**src/rtl/rpn_sequencer_if.sv**
```systemverilog
// Calculator-side bus of the RPN sequencer: opcode/operand/apply strobe out,
// tail value and validity flag back. Master is the sequencer, slave the calculator.
interface rpn_sequencer_if #(
    parameter int DATA_W = 8
);
    logic              calc_rst;
    logic [2:0]        calc_op;
    logic [DATA_W-1:0] calc_in;
    logic              calc_apply;
    logic [DATA_W-1:0] calc_tail;
    logic              calc_valid;

    modport master (
        output calc_rst, calc_op, calc_in, calc_apply,
        input  calc_tail, calc_valid
    );

    modport slave (
        input  calc_rst, calc_op, calc_in, calc_apply,
        output calc_tail, calc_valid
    );
endinterface

```
**src/rtl/rpn_sequencer.sv**
```systemverilog
// Stores a short stack-calculator program and replays it one instruction per
// two cycles (ISSUE then WAIT), reporting completion, faults and the last tail value.
module rpn_sequencer #(
    parameter int PROG_DEPTH = 16,
    parameter int DATA_W     = 8,
    localparam int CNT_W     = $clog2(PROG_DEPTH + 1),
    localparam int PC_W      = $clog2(PROG_DEPTH)
) (
    input  logic                clk,
    input  logic                rst,
    input  logic                prog_clr,
    input  logic                load_en,
    input  logic [2:0]          load_op,
    input  logic [DATA_W-1:0]   load_data,
    input  logic                start,
    input  logic                abort,
    rpn_sequencer_if.master     calc,
    output logic                busy,
    output logic                done,
    output logic                error,
    output logic [1:0]          err_code,
    output logic [PC_W-1:0]     err_pc,
    output logic [DATA_W-1:0]   result,
    output logic [CNT_W-1:0]    prog_cnt,
    output logic                load_ovf
);
    typedef enum logic [2:0] {IDLE, CLR, ISSUE, WAIT, DONE, ERR} state_t;

    state_t              state_q, state_d;
    logic [PC_W-1:0]     pc_q, pc_d, pc_nxt;
    logic [CNT_W-1:0]    run_len_q, run_len_d;
    logic [CNT_W-1:0]    prog_cnt_q, prog_cnt_d;
    logic                load_ovf_q, load_ovf_d;
    logic                calc_rst_q, calc_rst_d;
    logic                calc_apply_q, calc_apply_d;
    logic [2:0]          calc_op_q, calc_op_d;
    logic [DATA_W-1:0]   calc_in_q, calc_in_d;
    logic                done_q, done_d;
    logic                error_q, error_d;
    logic [1:0]          err_code_q, err_code_d;
    logic [PC_W-1:0]     err_pc_q, err_pc_d;
    logic [DATA_W-1:0]   result_q, result_d;
    logic                wr_en;

    logic [2:0]          prog_op_q  [PROG_DEPTH];
    logic [DATA_W-1:0]   prog_dat_q [PROG_DEPTH];

    assign busy   = (state_q == CLR) || (state_q == ISSUE) || (state_q == WAIT);
    assign pc_nxt = pc_q + PC_W'(1);

    always_comb begin
        state_d      = state_q;
        pc_d         = pc_q;
        run_len_d    = run_len_q;
        prog_cnt_d   = prog_cnt_q;
        load_ovf_d   = load_ovf_q;
        calc_rst_d   = 1'b0;
        calc_apply_d = 1'b0;
        calc_op_d    = calc_op_q;
        calc_in_d    = calc_in_q;
        done_d       = done_q;
        error_d      = error_q;
        err_code_d   = err_code_q;
        err_pc_d     = err_pc_q;
        result_d     = result_q;
        wr_en        = 1'b0;

        if (!busy) begin
            if (prog_clr) begin
                prog_cnt_d = '0;
                load_ovf_d = 1'b0;
            end else if (load_en) begin
                if (prog_cnt_q == CNT_W'(PROG_DEPTH)) begin
                    load_ovf_d = 1'b1;
                end else begin
                    wr_en      = 1'b1;
                    prog_cnt_d = prog_cnt_q + CNT_W'(1);
                end
            end
        end

        if (busy && abort) begin
            state_d = IDLE;
            done_d  = 1'b0;
            error_d = 1'b0;
        end else begin
            case (state_q)
                IDLE, DONE, ERR: begin
                    // run length uses the count before any same-cycle load
                    if (start && prog_cnt_q == '0) begin
                        state_d    = ERR;
                        done_d     = 1'b0;
                        error_d    = 1'b1;
                        err_code_d = 2'b10;
                        err_pc_d   = '0;
                    end else if (start) begin
                        state_d    = CLR;
                        run_len_d  = prog_cnt_q;
                        calc_rst_d = 1'b1;
                        done_d     = 1'b0;
                        error_d    = 1'b0;
                        err_code_d = 2'b00;
                    end
                end
                CLR: begin
                    state_d      = ISSUE;
                    pc_d         = '0;
                    calc_apply_d = 1'b1;
                    calc_op_d    = prog_op_q[0];
                    calc_in_d    = prog_dat_q[0];
                end
                ISSUE: state_d = WAIT;
                WAIT: begin
                    if (!calc.calc_valid) begin
                        state_d    = ERR;
                        error_d    = 1'b1;
                        err_code_d = 2'b01;
                        err_pc_d   = pc_q;
                    end else begin
                        result_d = calc.calc_tail;
                        if (CNT_W'(pc_q) == run_len_q - CNT_W'(1)) begin
                            state_d = DONE;
                            done_d  = 1'b1;
                        end else begin
                            state_d      = ISSUE;
                            pc_d         = pc_nxt;
                            calc_apply_d = 1'b1;
                            calc_op_d    = prog_op_q[pc_nxt];
                            calc_in_d    = prog_dat_q[pc_nxt];
                        end
                    end
                end
                default: state_d = IDLE;
            endcase
        end
    end

    always_ff @(posedge clk) begin
        if (rst) begin
            state_q      <= IDLE;
            pc_q         <= '0;
            run_len_q    <= '0;
            prog_cnt_q   <= '0;
            load_ovf_q   <= 1'b0;
            calc_rst_q   <= 1'b1;
            calc_apply_q <= 1'b0;
            calc_op_q    <= 3'b000;
            calc_in_q    <= '0;
            done_q       <= 1'b0;
            error_q      <= 1'b0;
            err_code_q   <= 2'b00;
            err_pc_q     <= '0;
            result_q     <= '0;
        end else begin
            state_q      <= state_d;
            pc_q         <= pc_d;
            run_len_q    <= run_len_d;
            prog_cnt_q   <= prog_cnt_d;
            load_ovf_q   <= load_ovf_d;
            calc_rst_q   <= calc_rst_d;
            calc_apply_q <= calc_apply_d;
            calc_op_q    <= calc_op_d;
            calc_in_q    <= calc_in_d;
            done_q       <= done_d;
            error_q      <= error_d;
            err_code_q   <= err_code_d;
            err_pc_q     <= err_pc_d;
            result_q     <= result_d;
        end
    end

    // program store carries no reset; prog_cnt alone defines its valid extent
    always_ff @(posedge clk) begin
        if (wr_en && !rst) begin
            prog_op_q[prog_cnt_q[PC_W-1:0]]  <= load_op;
            prog_dat_q[prog_cnt_q[PC_W-1:0]] <= load_data;
        end
    end

    assign calc.calc_rst   = calc_rst_q;
    assign calc.calc_apply = calc_apply_q;
    assign calc.calc_op    = calc_op_q;
    assign calc.calc_in    = calc_in_q;
    assign done            = done_q;
    assign error           = error_q;
    assign err_code        = err_code_q;
    assign err_pc          = err_pc_q;
    assign result          = result_q;
    assign prog_cnt        = prog_cnt_q;
    assign load_ovf        = load_ovf_q;
endmodule

```
**src/flat_wrapper.sv**
```systemverilog
// flat-port wrapper written by rule: the top's interface ports become plain ports
module rpn_sequencer_flat 
#(
    parameter int PROG_DEPTH = 16,
    parameter int DATA_W     = 8,
    localparam int CNT_W     = $clog2(PROG_DEPTH + 1),
    localparam int PC_W      = $clog2(PROG_DEPTH)
)
  (clk, rst, prog_clr, load_en, load_op, load_data, start, abort, busy, done, error, err_code, err_pc, result, prog_cnt, load_ovf, calc_calc_rst, calc_calc_op, calc_calc_in, calc_calc_apply, calc_calc_tail, calc_calc_valid);
  rpn_sequencer_if #(.DATA_W(DATA_W)) calc_i ();
  input  logic clk;
  input  logic rst;
  input  logic prog_clr;
  input  logic load_en;
  input  logic [2:0] load_op;
  input  logic [DATA_W-1:0] load_data;
  input  logic start;
  input  logic abort;
  output logic busy;
  output logic done;
  output logic error;
  output logic [1:0] err_code;
  output logic [PC_W-1:0] err_pc;
  output logic [DATA_W-1:0] result;
  output logic [CNT_W-1:0] prog_cnt;
  output logic load_ovf;
  output wire logic [$bits(calc_i.calc_rst)-1:0] calc_calc_rst;
  output wire logic [$bits(calc_i.calc_op)-1:0] calc_calc_op;
  output wire logic [$bits(calc_i.calc_in)-1:0] calc_calc_in;
  output wire logic [$bits(calc_i.calc_apply)-1:0] calc_calc_apply;
  input wire logic [$bits(calc_i.calc_tail)-1:0] calc_calc_tail;
  input wire logic [$bits(calc_i.calc_valid)-1:0] calc_calc_valid;
  assign calc_calc_rst = calc_i.calc_rst;
  assign calc_calc_op = calc_i.calc_op;
  assign calc_calc_in = calc_i.calc_in;
  assign calc_calc_apply = calc_i.calc_apply;
  assign calc_i.calc_tail = calc_calc_tail;
  assign calc_i.calc_valid = calc_calc_valid;
  rpn_sequencer #(.PROG_DEPTH(PROG_DEPTH), .DATA_W(DATA_W)) u_core (.clk(clk), .rst(rst), .prog_clr(prog_clr), .load_en(load_en), .load_op(load_op), .load_data(load_data), .start(start), .abort(abort), .calc(calc_i), .busy(busy), .done(done), .error(error), .err_code(err_code), .err_pc(err_pc), .result(result), .prog_cnt(prog_cnt), .load_ovf(load_ovf));
endmodule
```
**config.mk**
```make
export PLATFORM = sky130hd
export DESIGN_NAME = rpn_sequencer_flat
export DESIGN_NICKNAME = d
export VERILOG_FILES = /design/src/rtl/rpn_sequencer_if.sv /design/src/rtl/rpn_sequencer.sv /design/src/flat_wrapper.sv
export SDC_FILE = /design/constraint.sdc
export NUM_CORES = 1
export LEC_CHECK = 0
export ABC_AREA = 1
export CORE_AREA = 2 2 148 150
export CTS_CLUSTER_DIAMETER = 120
export DETAILED_ROUTE_END_ITERATION = 6
export DIE_AREA = 0 0 150 152
export PLACE_DENSITY = 0.66
export SLEW_MARGIN = 20
export SYNTH_ARGS = -nofsm -noshare
export SYNTH_HDL_FRONTEND = slang
export SYNTH_SLANG_ARGS = --single-unit
```
**constraint.sdc**
```tcl
create_clock -name clk -period 3.2 [get_ports clk]
set_input_delay 0.32 -clock clk [delete_from_list [all_inputs] [get_ports clk]]
set_output_delay 0.32 -clock clk [all_outputs]
set_load 0.03 [all_outputs]
```
==> results by group <==
Clocking
  • Worst-path clk slew: 60 ps
  • CTS root buf: clkbuf_16
  • Clock sinks: 223
  • CTS max path bufs: 3
  • H-tree depth: 1
  • TritonCTS clock tree: built
  • # hold bufs at CTS: 0
  • Post_cts resized: 0
  • Setup bufs post-CTS: 0
  • Clk Latency, worst-skew pair: 510 ps
  • Number of CTS-inserted buffers: 24

Placement
  • DP Area: ~0.010 mm2
  • Dpl hpwl: 14700 um
  • Gp weighted congestion: 0.868
  • PortBufs: 61

STA
  • RSZ-0062 raised after global routing: no
  • # setup viols final: 0
  • Minimum clock period: 2460 ps
  • Final hold vios: 0
  • Fmax: 406 MHz
  • Final Cycle Share: 76.9%
  • Worst Skew: about 10 ps
  • Slew Viols, Final: 0
  • Worst slew pin tran: approximately 900 ps
  • Max-slew headroom: 39.4%
  • Setup TNS: 0 ps

Worst hold path
  • Worst hold start: calc_calc_tail[3]
  • Worst Hold Class: in -> reg

Synth
  • Syn Inst Count: 929
  • Simple-Gate Fraction of Synth Area: 20.0%
  • Post-synth EDFFs: 176
  • Top_reg_cell synth: edfxtp_1
  • Adder-Cell Fraction of Synth Area: 0.803%
  • Largest family of logic cells by synthesized area: simple AND/OR/NAND/NOR gates
  • Post-Syn Nets: a little under 1000
  • Synth cell types: 30
  • Sequential area share after synthesis: 66.6%
  • FFs w/ async S/R, synth: 0%
  • Yosys warning count: 0
  • Synth Area in Compound Gates: around 7.6%
  • Mapped Avg Cell Area: 10.1 um2
  • Synth Area in XOR/XNOR: less than 1%
  • Cell Area, Synth: 0.00935 mm2
  • Mux cell area share after synthesis: 0%
  • Synth Register Bits: roughly 220

Global routing
  • Initial antenna violation count: 0
  • Global-route wire length before repair: between 30000 and 40000 um
  • Grt met1 use: 29.1%
  • Met3 GRT Util: 2.34%
  • Total global-route track usage: about 21%
  • Vias in the first global route: 6524
  • Largest net degree at the start of global routing: 68
  • GRT busiest layer: met2
  • GRT overflow: 0
  • GR Util met2: 32.7%

Power and ir drop
  • Maximum VDD drop: 0.000410 V
  • LEAKAGE: 4.07 nW
  • Cell Pwr Density: 637 mW/mm2

Route
  • DR WL/cell: 17.7 um
  • Post-Route WL: 23000 um
  • Initial DRC count: ~760
  • Routed vias/inst: 5.21
  • Via count: between 6000 and 7000
  • Drt drc: 0
  • DR pass1 iterations: 5
  • DRT antenna net count: 0

Floorplanning
  • CORE AREA: 0.0214 mm2
  • Initial Util: 43.8%
  • # IOs: 62
  • Die width: 150 um
  • Die H: 152 um
  • Die area: roughly 0.023 mm2
  • Cell row count: 54

Setup path
  • CP Cell Sequence: inv_1 -> ha_1 -> nand2_1 -> nor2_1 -> nor4_1 -> nand2_1 -> inv_1 -> nand2_1 -> nor2_1 -> buf_4
  • CP Capture Type: flop
  • Crit Path Max Fanout: 11
  • Crit path required time: ~3400 ps
  • RR Startpoint: u_core.prog_cnt[0]$_SDFFE_PP0P_
  • Critical Path AT: 2670 ps
  • WS Path Type: reg -> reg
  • Crit path top cell by count: nand2_1
  • Startpoint types: flop
  • Worst stage delay on the critical path: 390 ps
  • CP max-delay cell: dfxtp_1
  • Worst Setup SP: u_core.prog_cnt[0]$_SDFFE_PP0P_

Cells and area
  • Antenna cells: 0
  • Area Overhead vs Synth: 18.5%
  • Nets: 1032
  • Finished Cell Area: approximately 0.011 mm2
  • Layout cells sized above 1: 8.15%

Flow run
  • Max-Cap Viols: 0

Status
  • Status: finished, final reports clean
==> area by class of cell <==
cell class	count	area (um2)
Timing Repair Buffer	90	841
Clock inverter	14	97.6
Tap cell	280	350
Sequential cell	223	6230
Multi-Input combinational cell	606	2710
Fill cell	1944	10300
Inverter	55	206
Clock buffer	30	654
==> Yosys cell counts, types with 2 or more instances <==
| cell | number | share of area [%] |
|---|---|---|
| nor3_1 | 3 | 0.16 |
| inv_2 | 8 | 0.32 |
| dfxtp_1 | 47 | 10 |
| nor4_1 | 2 | 0.13 |
| nor2_2 | 2 | 0.13 |
| a21oi_1 | 42 | 2.2 |
| nand2_1 | 125 | 5.0 |
| inv_1 | 46 | 1.8 |
| buf_1 | 4 | 0.16 |
| ha_1 | 6 | 0.80 |
| buf_6 | 2 | 0.24 |
| o21ai_0 | 93 | 5.0 |
| xor2_1 | 2 | 0.19 |
| nor2_1 | 227 | 9.1 |
| buf_4 | 9 | 0.72 |
| nand2_2 | 2 | 0.13 |
| nand2_4 | 2 | 0.24 |
| edfxtp_1 | 176 | 57 |
| nand3_1 | 92 | 4.9 |
| clkbuf_1 | 22 | 0.88 |
| buf_2 | 8 | 0.43 |
==> registers in the layout, indices dropped and copies added, names as in the netlist <==
register and count:
u_core.prog_dat_q 128, u_core.prog_op_q 48, u_core.calc.calc_in 8, u_core.result 8
u_core.prog_cnt 5, u_core.run_len_q 5, u_core.err_pc 4, u_core.pc_q 4
u_core.calc.calc_op 3, u_core.state_q 3, u_core.err_code 2, u_core.calc.calc_apply 1
u_core.calc.calc_rst 1, u_core.done 1, u_core.error 1, u_core.load_ovf 1
==> logic make-up (layout without fill, tap and decap cells) <==
logic type               count (synthesis)  after routing
buffers and inverters                  100            189
adder cells (fa/ha/maj)                  6              6
AND/OR/NAND/NOR                        457            457
XOR/XNOR                                 3              3
AO/OA/AOI/OAI                          140            140
flip-flops                             223            223
==> critical path, delay by kind of cell, from the launching register on <==
family	cells	cell delay, ps
adder cells (fa/ha/maj)	1	240
buffers and inverters	3	510
flip-flops	1	390
AND/OR/NAND/NOR	6	1010
==> power by group <==
part | leakage [nW] | total [mW] | internal (mW) | switching, mW
clock network | 0.366 | 2.61 | 1.53 | 1.08
registers | 1.97 | 3.33 | 3.26 | 0.0684
logic | 1.74 | 1.12 | 0.379 | 0.742
total | 4.07 | 7.06 | 5.17 | 1.89
==> final timing paths <==
check	to	slack, ps	cells past startpoint
worst max-delay path	u_core.prog_op_q[5][1]$_DFFE_PP_	740	10
worst min-delay path	u_core.result[3]$_SDFFE_PP0P_	360	3
worst max register to register	u_core.prog_op_q[5][1]$_DFFE_PP_	740	10
worst min register to register	u_core.result[2]$_SDFFE_PP0P_	460	2
==> cell usage in the layout, fill, tap and decap left out <==
cell type,count
buf_4,28
clkdlybuf4s50_1,61
clkbuf_1,4
nor2_2,2
clkbuf_8,1
inv_1,46
a21oi_2,1
a31oi_1,1
clkinv_1,6
bufinv_16,1
nand2_1,125
clkbuf_16,25
nor3_1,3
nor4_1,2
dfxtp_1,46
nor2_1,227
buf_12,1
xor2_1,1
nor2_4,1
clkinvlp_4,2
nand2_2,2
o21bai_1,1
o31ai_1,1
ha_1,6
xnor2_2,1
a21oi_1,42
clkinv_4,1
edfxtp_1,176
dfxtp_2,1
nand4_1,1
nand2_4,2
o32ai_1,1
clkinv_2,5
o21ai_0,93
nand3_1,92
inv_2,8
xor2_2,1
==> routing by layer <==
metal  part of all wire (%)  wire (um)
met1                     43       9890
met2                     48      11000
met3                    6.2       1430
met4                    3.1        724
met5                      0          0
==> metrics by stage <==
| step | hold WS [ps] | cells | utilization, % | setup WS [ps] | power (mW) |
|---|---|---|---|---|---|
| 2_1_floorplan | 419 | 929 | - | 734 | 4.12 |
| 3_3_place_gp | 453 | 1254 | 48.4 | 694 | 4.50 |
| 5_1_grt | 367 | 1298 | 51.9 | 615 | 7.37 |
| 6_report | 363 | 1298 | 51.9 | 740 | 7.06 |
| 3_5_place_dp | 456 | 1254 | 48.4 | 706 | 4.51 |
| 4_1_cts | 346 | 1298 | 51.9 | 731 | 7.11 |
Note: power is estimated with default switching activity, not from simulation.
